<file path="src/rtl/dmem_responder.sv">
// dmem_responder: data-side memory responder for the single-cycle MIPS core.
// Serves a word-addressed data RAM and an MMIO window (addr[31:16]==MMIO_TAG)
// holding GPIO, a 32-bit timer with compare/match, and a misaligned-write
// error counter. Reads are combinational; all state updates on the rising edge.
//
// Optional build macro: TIMER_PRESCALE_EN -- when defined, timer ticks are
// divided by PRESCALE; when undefined the timer ticks every enabled cycle.
//
// Ports:
//   clk        clock
//   reset      asynchronous active-low reset
//   memwrite   write strobe from core
//   addr       byte address from core
//   writedata  store data
//   readdata   load data, combinational from addr
//   gpio_out   GPIO register value
//   timer_irq  timer MATCH flag
//   err_flag   high while the misaligned-write counter is non-zero
//
// MMIO map (addr[15:0], addr[1:0] ignored on reads):
//   0x00 GPIO[7:0] RW, 0x04 COUNT RW, 0x08 CMP RW,
//   0x0C CTRL {MATCH(W1C), AUTORELOAD, EN}, 0x10 ERR_COUNT RO, others read 0.
module dmem_responder #(
  parameter int unsigned RAM_WORDS = 64,
  parameter logic [15:0] MMIO_TAG  = 16'hFFFF,
  parameter int unsigned PRESCALE  = 4
) (
  input  logic        clk,
  input  logic        reset,
  input  logic        memwrite,
  input  logic [31:0] addr,
  input  logic [31:0] writedata,
  output logic [31:0] readdata,
  output logic [7:0]  gpio_out,
  output logic        timer_irq,
  output logic        err_flag
);

  localparam int unsigned AW = $clog2(RAM_WORDS);

  // MMIO word offsets (addr[15:2])
  localparam logic [13:0] OFF_GPIO  = 14'd0;
  localparam logic [13:0] OFF_COUNT = 14'd1;
  localparam logic [13:0] OFF_CMP   = 14'd2;
  localparam logic [13:0] OFF_CTRL  = 14'd3;
  localparam logic [13:0] OFF_ERR   = 14'd4;

  // Address decode
  logic          is_mmio_c;
  logic          aligned_c;
  logic          wr_ok_c;
  logic [13:0]   woff_c;
  logic [AW-1:0] ram_idx_c;

  assign is_mmio_c = (addr[31:16] == MMIO_TAG);
  assign aligned_c = (addr[1:0] == 2'b00);
  assign wr_ok_c   = memwrite && aligned_c;
  assign woff_c    = addr[15:2];
  assign ram_idx_c = addr[AW+1:2];

  logic wr_gpio_c, wr_count_c, wr_cmp_c, wr_ctrl_c;
  assign wr_gpio_c  = wr_ok_c && is_mmio_c && (woff_c == OFF_GPIO);
  assign wr_count_c = wr_ok_c && is_mmio_c && (woff_c == OFF_COUNT);
  assign wr_cmp_c   = wr_ok_c && is_mmio_c && (woff_c == OFF_CMP);
  assign wr_ctrl_c  = wr_ok_c && is_mmio_c && (woff_c == OFF_CTRL);

  // Data RAM: contents are not reset
  logic [31:0] mem_q [RAM_WORDS];

  always_ff @(posedge clk) begin
    if (wr_ok_c && !is_mmio_c) begin
      mem_q[ram_idx_c] <= writedata;
    end
  end

  // Register state
  logic [7:0]  gpio_q, gpio_d;
  logic [31:0] count_q, count_d;
  logic [31:0] cmp_q, cmp_d;
  logic        en_q, en_d;
  logic        autoreload_q, autoreload_d;
  logic        match_q, match_d;
  logic [7:0]  err_cnt_q, err_cnt_d;
  logic        err_flag_q, err_flag_d;

  logic tick_c;
  logic hit_c;

`ifdef TIMER_PRESCALE_EN
  localparam int unsigned PW = (PRESCALE > 1) ? $clog2(PRESCALE) : 1;

  logic [PW-1:0] presc_q, presc_d;
  logic          presc_last_c;

  assign presc_last_c = (presc_q == PW'(PRESCALE - 1));
  assign tick_c       = en_q && presc_last_c;

  // Prescaler restarts whenever the timer is disabled or COUNT is reloaded
  always_comb begin
    presc_d = presc_q + PW'(1);
    if (!en_q || wr_count_c || presc_last_c) begin
      presc_d = '0;
    end
  end

  always_ff @(posedge clk or negedge reset) begin
    if (!reset) begin
      presc_q <= '0;
    end else begin
      presc_q <= presc_d;
    end
  end
`else
  // Without the prescaler PRESCALE has no effect; the term is constant-true
  // for any legal PRESCALE value.
  assign tick_c = en_q && (PRESCALE >= 32'd1);
`endif

  assign hit_c = tick_c && (count_q == cmp_q);

  // Next-state for timer, GPIO and error counter
  always_comb begin
    gpio_d       = gpio_q;
    count_d      = count_q;
    cmp_d        = cmp_q;
    en_d         = en_q;
    autoreload_d = autoreload_q;
    match_d      = match_q;
    err_cnt_d    = err_cnt_q;

    if (tick_c) begin
      count_d = (hit_c && autoreload_q) ? 32'd0 : count_q + 32'd1;
    end
    // CPU write to COUNT overrides the tick
    if (wr_count_c) begin
      count_d = writedata;
    end

    if (wr_gpio_c) begin
      gpio_d = writedata[7:0];
    end
    if (wr_cmp_c) begin
      cmp_d = writedata;
    end
    if (wr_ctrl_c) begin
      en_d         = writedata[0];
      autoreload_d = writedata[1];
      if (writedata[2]) begin
        match_d = 1'b0;
      end
    end
    // A new match beats a same-cycle W1C
    if (hit_c) begin
      match_d = 1'b1;
    end

    if (memwrite && !aligned_c && (err_cnt_q != 8'hFF)) begin
      err_cnt_d = err_cnt_q + 8'd1;
    end

    err_flag_d = (err_cnt_d != 8'd0);
  end

  always_ff @(posedge clk or negedge reset) begin
    if (!reset) begin
      gpio_q       <= 8'd0;
      count_q      <= 32'd0;
      cmp_q        <= 32'hFFFF_FFFF;
      en_q         <= 1'b0;
      autoreload_q <= 1'b0;
      match_q      <= 1'b0;
      err_cnt_q    <= 8'd0;
      err_flag_q   <= 1'b0;
    end else begin
      gpio_q       <= gpio_d;
      count_q      <= count_d;
      cmp_q        <= cmp_d;
      en_q         <= en_d;
      autoreload_q <= autoreload_d;
      match_q      <= match_d;
      err_cnt_q    <= err_cnt_d;
      err_flag_q   <= err_flag_d;
    end
  end

  // Combinational read mux
  always_comb begin
    readdata = 32'd0;
    if (is_mmio_c) begin
      case (woff_c)
        OFF_GPIO:  readdata = {24'd0, gpio_q};
        OFF_COUNT: readdata = count_q;
        OFF_CMP:   readdata = cmp_q;
        OFF_CTRL:  readdata = {29'd0, match_q, autoreload_q, en_q};
        OFF_ERR:   readdata = {24'd0, err_cnt_q};
        default:   readdata = 32'd0;
      endcase
    end else begin
      readdata = mem_q[ram_idx_c];
    end
  end

  assign gpio_out  = gpio_q;
  assign timer_irq = match_q;
  assign err_flag  = err_flag_q;

endmodule

</file>
<file path="config.mk">
export PLATFORM = sky130hd
export DESIGN_NAME = dmem_responder
export DESIGN_NICKNAME = d
export VERILOG_FILES = /design/src/rtl/dmem_responder.sv
export SDC_FILE = /design/constraint.sdc
export NUM_CORES = 2
export LEC_CHECK = 0
export BUFFER_PORTS_ARGS = -buffer_cell sky130_fd_sc_hd__buf_2
export CORE_MARGIN = 2
export CORE_UTILIZATION = 60
export CTS_BUF_LIST = sky130_fd_sc_hd__clkbuf_8
export DETAILED_ROUTE_END_ITERATION = 10
export HOLD_SLACK_MARGIN = 0.1
export PLACE_DENSITY = 0.76
export SYNTH_ARGS = -nofsm -noshare
export SYNTH_HDL_FRONTEND = slang
export SYNTH_SLANG_ARGS = --single-unit
</file>
<file path="constraint.sdc">
create_clock -name clk -period 5.56 [get_ports clk]
set_input_delay 0.278 -clock clk [delete_from_list [all_inputs] [get_ports clk]]
set_output_delay 0.278 -clock clk [all_outputs]
set_load 0.05 [all_outputs]
</file>
== After elaboration in Yosys (flattened, before gate mapping) ==
Memory sizes are Yosys's and may differ from the RTL's.
Index checks and enable logic that the tools add are counted.

* Bits in registers: 84
* RAM bits: 2,048
* Input port bits: 67
* Output and inout port bits: 42
* Logic and storage cells: 49
* Memories: 1

* Add/sub/neg operators: 2
* Eq/ne operators: 7
* Multiplexer cells: 11
* Reduce and logical (&&, ||, !) cells: 20

{| class="wikitable"
|+ Memories
! memory !! words !! width !! read ports !! clocked after Yosys merged registers in !! wr ports !! line !! source
|-
| mem_q || 64 || 32 || 1 || 0 || 1 || 68 || <nowiki>logic [31:0] mem_q [RAM_WORDS];</nowiki>
|}

{| class="wikitable"
|+ Operators by type and width
! kind !! count
|-
| $pmux 32 s5 || 1
|-
| $mux 32 || 4
|-
| $add 32x1->32 const B || 1
|-
| $eq 32x32->1 || 1
|-
| $eq 14x2->1 const B || 2
|-
| $eq 16x16->1 const B || 1
|-
| $eq 14x1->1 const B || 1
|-
| $eq 14x3->1 const B || 1
|-
| $logic_not 14->1 || 1
|-
| $logic_and 1x1->1 || 11
|-
| $add 8x1->8 const B || 1
|-
| $mux 8 || 1
|-
| $ne 8x8->1 const B || 1
|-
| $reduce_bool 8->1 || 1
|-
| $reduce_bool 2->1 || 3
|-
| $mux 1 || 5
|-
| $logic_not 1->1 || 2
|-
| $logic_not 2->1 || 1
|-
| $reduce_and 2->1 || 1
|}

== Longest topological paths before layout ==
* Depth in word-level cells: 6
* Mapped depth: 11

== Least setup slack after synthesis ==
No wires, ideal clock.

* Path kind: input -> register
* Start: in addr[2]
* End: mem mem_q[63][0] (enable)
* Setup time: 0.421 ns
* Data arrival time: 3.113 ns
* Setup slack: 2.025 ns
* Stages on the path: 8
* Cell sequence: buf_2 > buf_2 > buf_4 > buf_2 > buf_2 > buf_2 > nand3_1 > nor2_1

{| class="wikitable"
|+ RTL lines
! what !! line !! source
|-
| from (decl) || 31 || <nowiki>input logic [31:0] addr,</nowiki>
|-
| to (decl) || 68 ||
|}

Straight into the memory's write port.

== Worst setup path in the final report ==
* Start: in addr[13]
* End: out readdata[20]

* Longest elaborated chain between the ends: 3

{| class="wikitable"
|+ RTL lines
! what !! line !! source
|-
| $eq 14x3->1, or another cell as far along || 190 || <nowiki>case (woff_c)</nowiki>
|-
| $pmux 32 s5 (*) || 190 ||
|-
| $mux 32 (*) || 189 || <nowiki>if (is_mmio_c) begin</nowiki>
|-
| to (decl) || 33 || <nowiki>output logic [31:0] readdata,</nowiki>
|}

Mark *: on every way between the ends. The rest lies on a longest branch, timed or not.

==> impl_metrics.tcl <==
set metrics [dict create \
    finalHoldViolCount 0 \
    post-place-ws_ns 1.40 \
    rows 136 \
    netlist_instances 3767 \
    cts_resized 0 \
    synthAdderAreaFrac_pct 0.0301 \
    synthFlopType "edfxtp_1" \
    status "complete, no violations" \
    cts_root_buf "clkbuf_8" \
    synthXorXnorAreaFrac_pct 0.419 \
    slowest_delay_ns 0.91 \
    design_area_sq_um 93400 \
    drt_wl_total_mm 205 \
    ir_drop_mv 0.241 \
    power-per-cell-area_nw_per_um2 336 \
    drv_cap 0 \
    crit_fanout 23 \
    startpoint_type "primary input" \
    holdBufCountCts 42 \
    die-height_um 376 \
    path_clk_slew_ns 0.06 \
    fin_ws_ns 0.314 \
    route.detailed.drc 0 \
    layout_common_cells "edfxtp_1, mux4_2, clkbuf_8, buf_4, inv_1" \
    drt_iter0_drc 5962 \
    grtUsageTotal_pct 29.5 \
    io_buffers 108 \
    ys_seq_area_share_pct 76.5 \
    yosysWarningCount 0 \
    min_period_over_period_pct 94.4 \
    syn_area_per_cell_sq_um 22.1 \
    avgViaCountPerCell 6.76 \
    grt_pass1_vias 42255 \
    cp_num_buf_inv 5 \
    nNetsFinal 4295 \
    initial_core_util_pct 60.5 \
    synth_seq_cells 2132 \
    layout-drive-gt1-share_pct 31.6 \
    clk_latency_ns 1.05 \
    dp_hpwl_mm 120 \
    post-route-min-period_ns 5.25 \
    slew_headroom_pct 15.2 \
    rsz0062_at_grt "no" \
    area_growth_pct 12.2 \
    numCtsBuffers 344 \
    fmax_ghz 0.191 \
    worstPathRequired_ns 5.28 \
    finalMaxSlewViolations 0 \
    die_x_um 376 \
    setup_viol 0 \
    final_common_cell "edfxtp_1" \
    worstPathArrival_ns 4.97 \
    dieArea_sq_um 142000 \
    io_pins 109 \
    finalClockSkew_ns 0.0740 \
    synth-async-reset-ratio_pct 3.94 \
    crit_slowest_cell "and2_1" \
    post-cts-setup-buffers 0 \
    antenna_left 0 \
    synth_compound_area_share_pct 2.65 \
    wl_per_cell_um 32.7 \
    clock_path_buffers 4 \
    muxShareOfSynthArea_pct 17.0 \
    cts.htree.levels 5 \
    synth_simple_gate_area_share_pct 2.13 \
    leakagePower_nw 30.1 \
    hold_class "in2reg" \
    grt_max_degree 86 \
    final_util_pct 67.9 \
    core_region_area_sq_um 138000 \
    worst_slew_pin_slew_ns 1.27 \
    reg2regPathDepth 8 \
    cp.depth 10 \
    dpl_cell_area_sq_um 87100 \
    synth.distinct_cells 63 \
    holdPathStages 5 \
    cts_tree "built" \
    cts_sinks 2132 \
    num_vias 42411 \
    drt_first_pass_iters 8 \
    end_kind "output pin" \
    place.gp.congestion 0.919 \
    crit_chain "dlygate4sd3_1 -> buf_2 -> nor4_1 -> dlygate4sd3_1 -> and4b_1 -> and2_1 -> buf_4 -> a22oi_1 -> o211ai_1 -> buf_2" \
    synthesis.nets 3836 \
    gr-total-overflow 0 \
    synth_edf_count 2048 \
    antenna_found_initial 8 \
    grt_pass1_wl_mm 295 \
    path_class "in2out" \
    fin_tns_setup_ns 0 \
    synth_area_sq_um 83200 \
    crit_family "buffers and inverters" \
    synth_top_family_by_area "multiplexers" \
]
[power by group]
group          internal (mW)  leakage, nW  total, mW  switching, mW
Sequential              17.7         19.3       17.7         0.0481
Clock                   6.02         3.50       11.9           5.86
Combinational          0.630         7.25       1.78           1.15
Total                   24.3         30.1       31.4           7.05
[stage by stage]
stage	power, mW	std cells	hold slack [ns]
6_report	31.4	6274	0.343
5_1_grt	32.3	6274	0.349
4_1_cts	31.5	6272	0.238
3_5_place_dp	19.8	5632	0.152
3_3_place_gp	19.8	5632	0.151
2_1_floorplan	19.0	3767	-0.0176
[routing by layer]
| metal | routed length, um | global-route usage (%) | share of wire [%] |
|---|---|---|---|
| met2 | 96100 | 44.3 | 47 |
| met5 | 13 | 0 | 0.0063 |
| met1 | 75800 | 42.6 | 37 |
| met3 | 26000 | 7.61 | 13 |
| met4 | 7410 | 10.9 | 3.6 |
[worst paths after layout]
check / start / to / slack, ns
worst max register to register: count_q[5] / count_q[8] / 2.56
worst min-delay path: addr[2] / timer_irq / 0.34
min in group asynchronous: reset / count_q[15] / 0.62
worst max-delay path: addr[13] / readdata[20] / 0.31
worst min register to register: cmp_q[2] / cmp_q[2] / 0.50
max in group asynchronous: reset / gpio_out[7] / 4.05
[state kept, by name (all words and copies together), names as in the netlist]
name	cells
count_q	32
autoreload_q	1
en_q	1
mem_q	2048
err_flag	1
timer_irq	1
err_cnt_q	8
cmp_q	32
gpio_out	8
[logic make-up (layout without fill, tap and decap cells)]
| family | count (synthesis) | in the layout |
|---|---|---|
| muxes | 687 | 687 |
| and+or+nand+nor | 339 | 339 |
| xor gates and xnor gates | 39 | 39 |
| AOI/OAI and AO/OA | 340 | 340 |
| adders and majority gates | 2 | 2 |
| DFF | 2132 | 2132 |
| other | 0 | 2 |
| buffers and inverters | 228 | 939 |
[cell type report]
type,instances,area [sq um]
sequential,2132,63600
fill,8214,44200
multi-input combinational,1407,19000
clock buffer,362,4980
timing repair buffer,334,2540
tap,1794,2240
clock inverter,236,960
inverter,7,26.3
antenna,2,5.00
[tightest hold or removal path, stage by stage]
cell and delay, ns:
buf_8 0.23, buf_4 0.36, nand4_1 0.16, o21ai_0 0.09, nand2b_1 0.07
[Yosys cell counts (8+ instances only)]
master	n	area share [%]
mux4_2	579	16
nand4_1	13	0.098
o22ai_1	33	0.25
xnor2_1	8	0.084
a21oi_1	70	0.42
buf_1	26	0.12
mux2i_1	67	0.81
nor2_1	99	0.45
xor2_1	30	0.32
o211ai_1	31	0.28
a22oi_1	30	0.27
edfxtp_1	2048	74
clkbuf_1	70	0.32
nand3_1	21	0.13
mux2_2	41	0.55
nor2b_1	69	0.52
o21ai_0	59	0.35
dfrtp_1	52	1.6
buf_2	106	0.64
and2_1	9	0.068
a31oi_1	16	0.12
nand2b_1	8	0.060
nor3_1	10	0.060
nand2_1	50	0.23
and3_1	19	0.14
nand3b_1	8	0.072
nor4_1	11	0.083
a211oi_1	63	0.57
buf_4	16	0.14
dfstp_2	32	1.0
No activity file was read; power rests on OpenSTA's default activity.
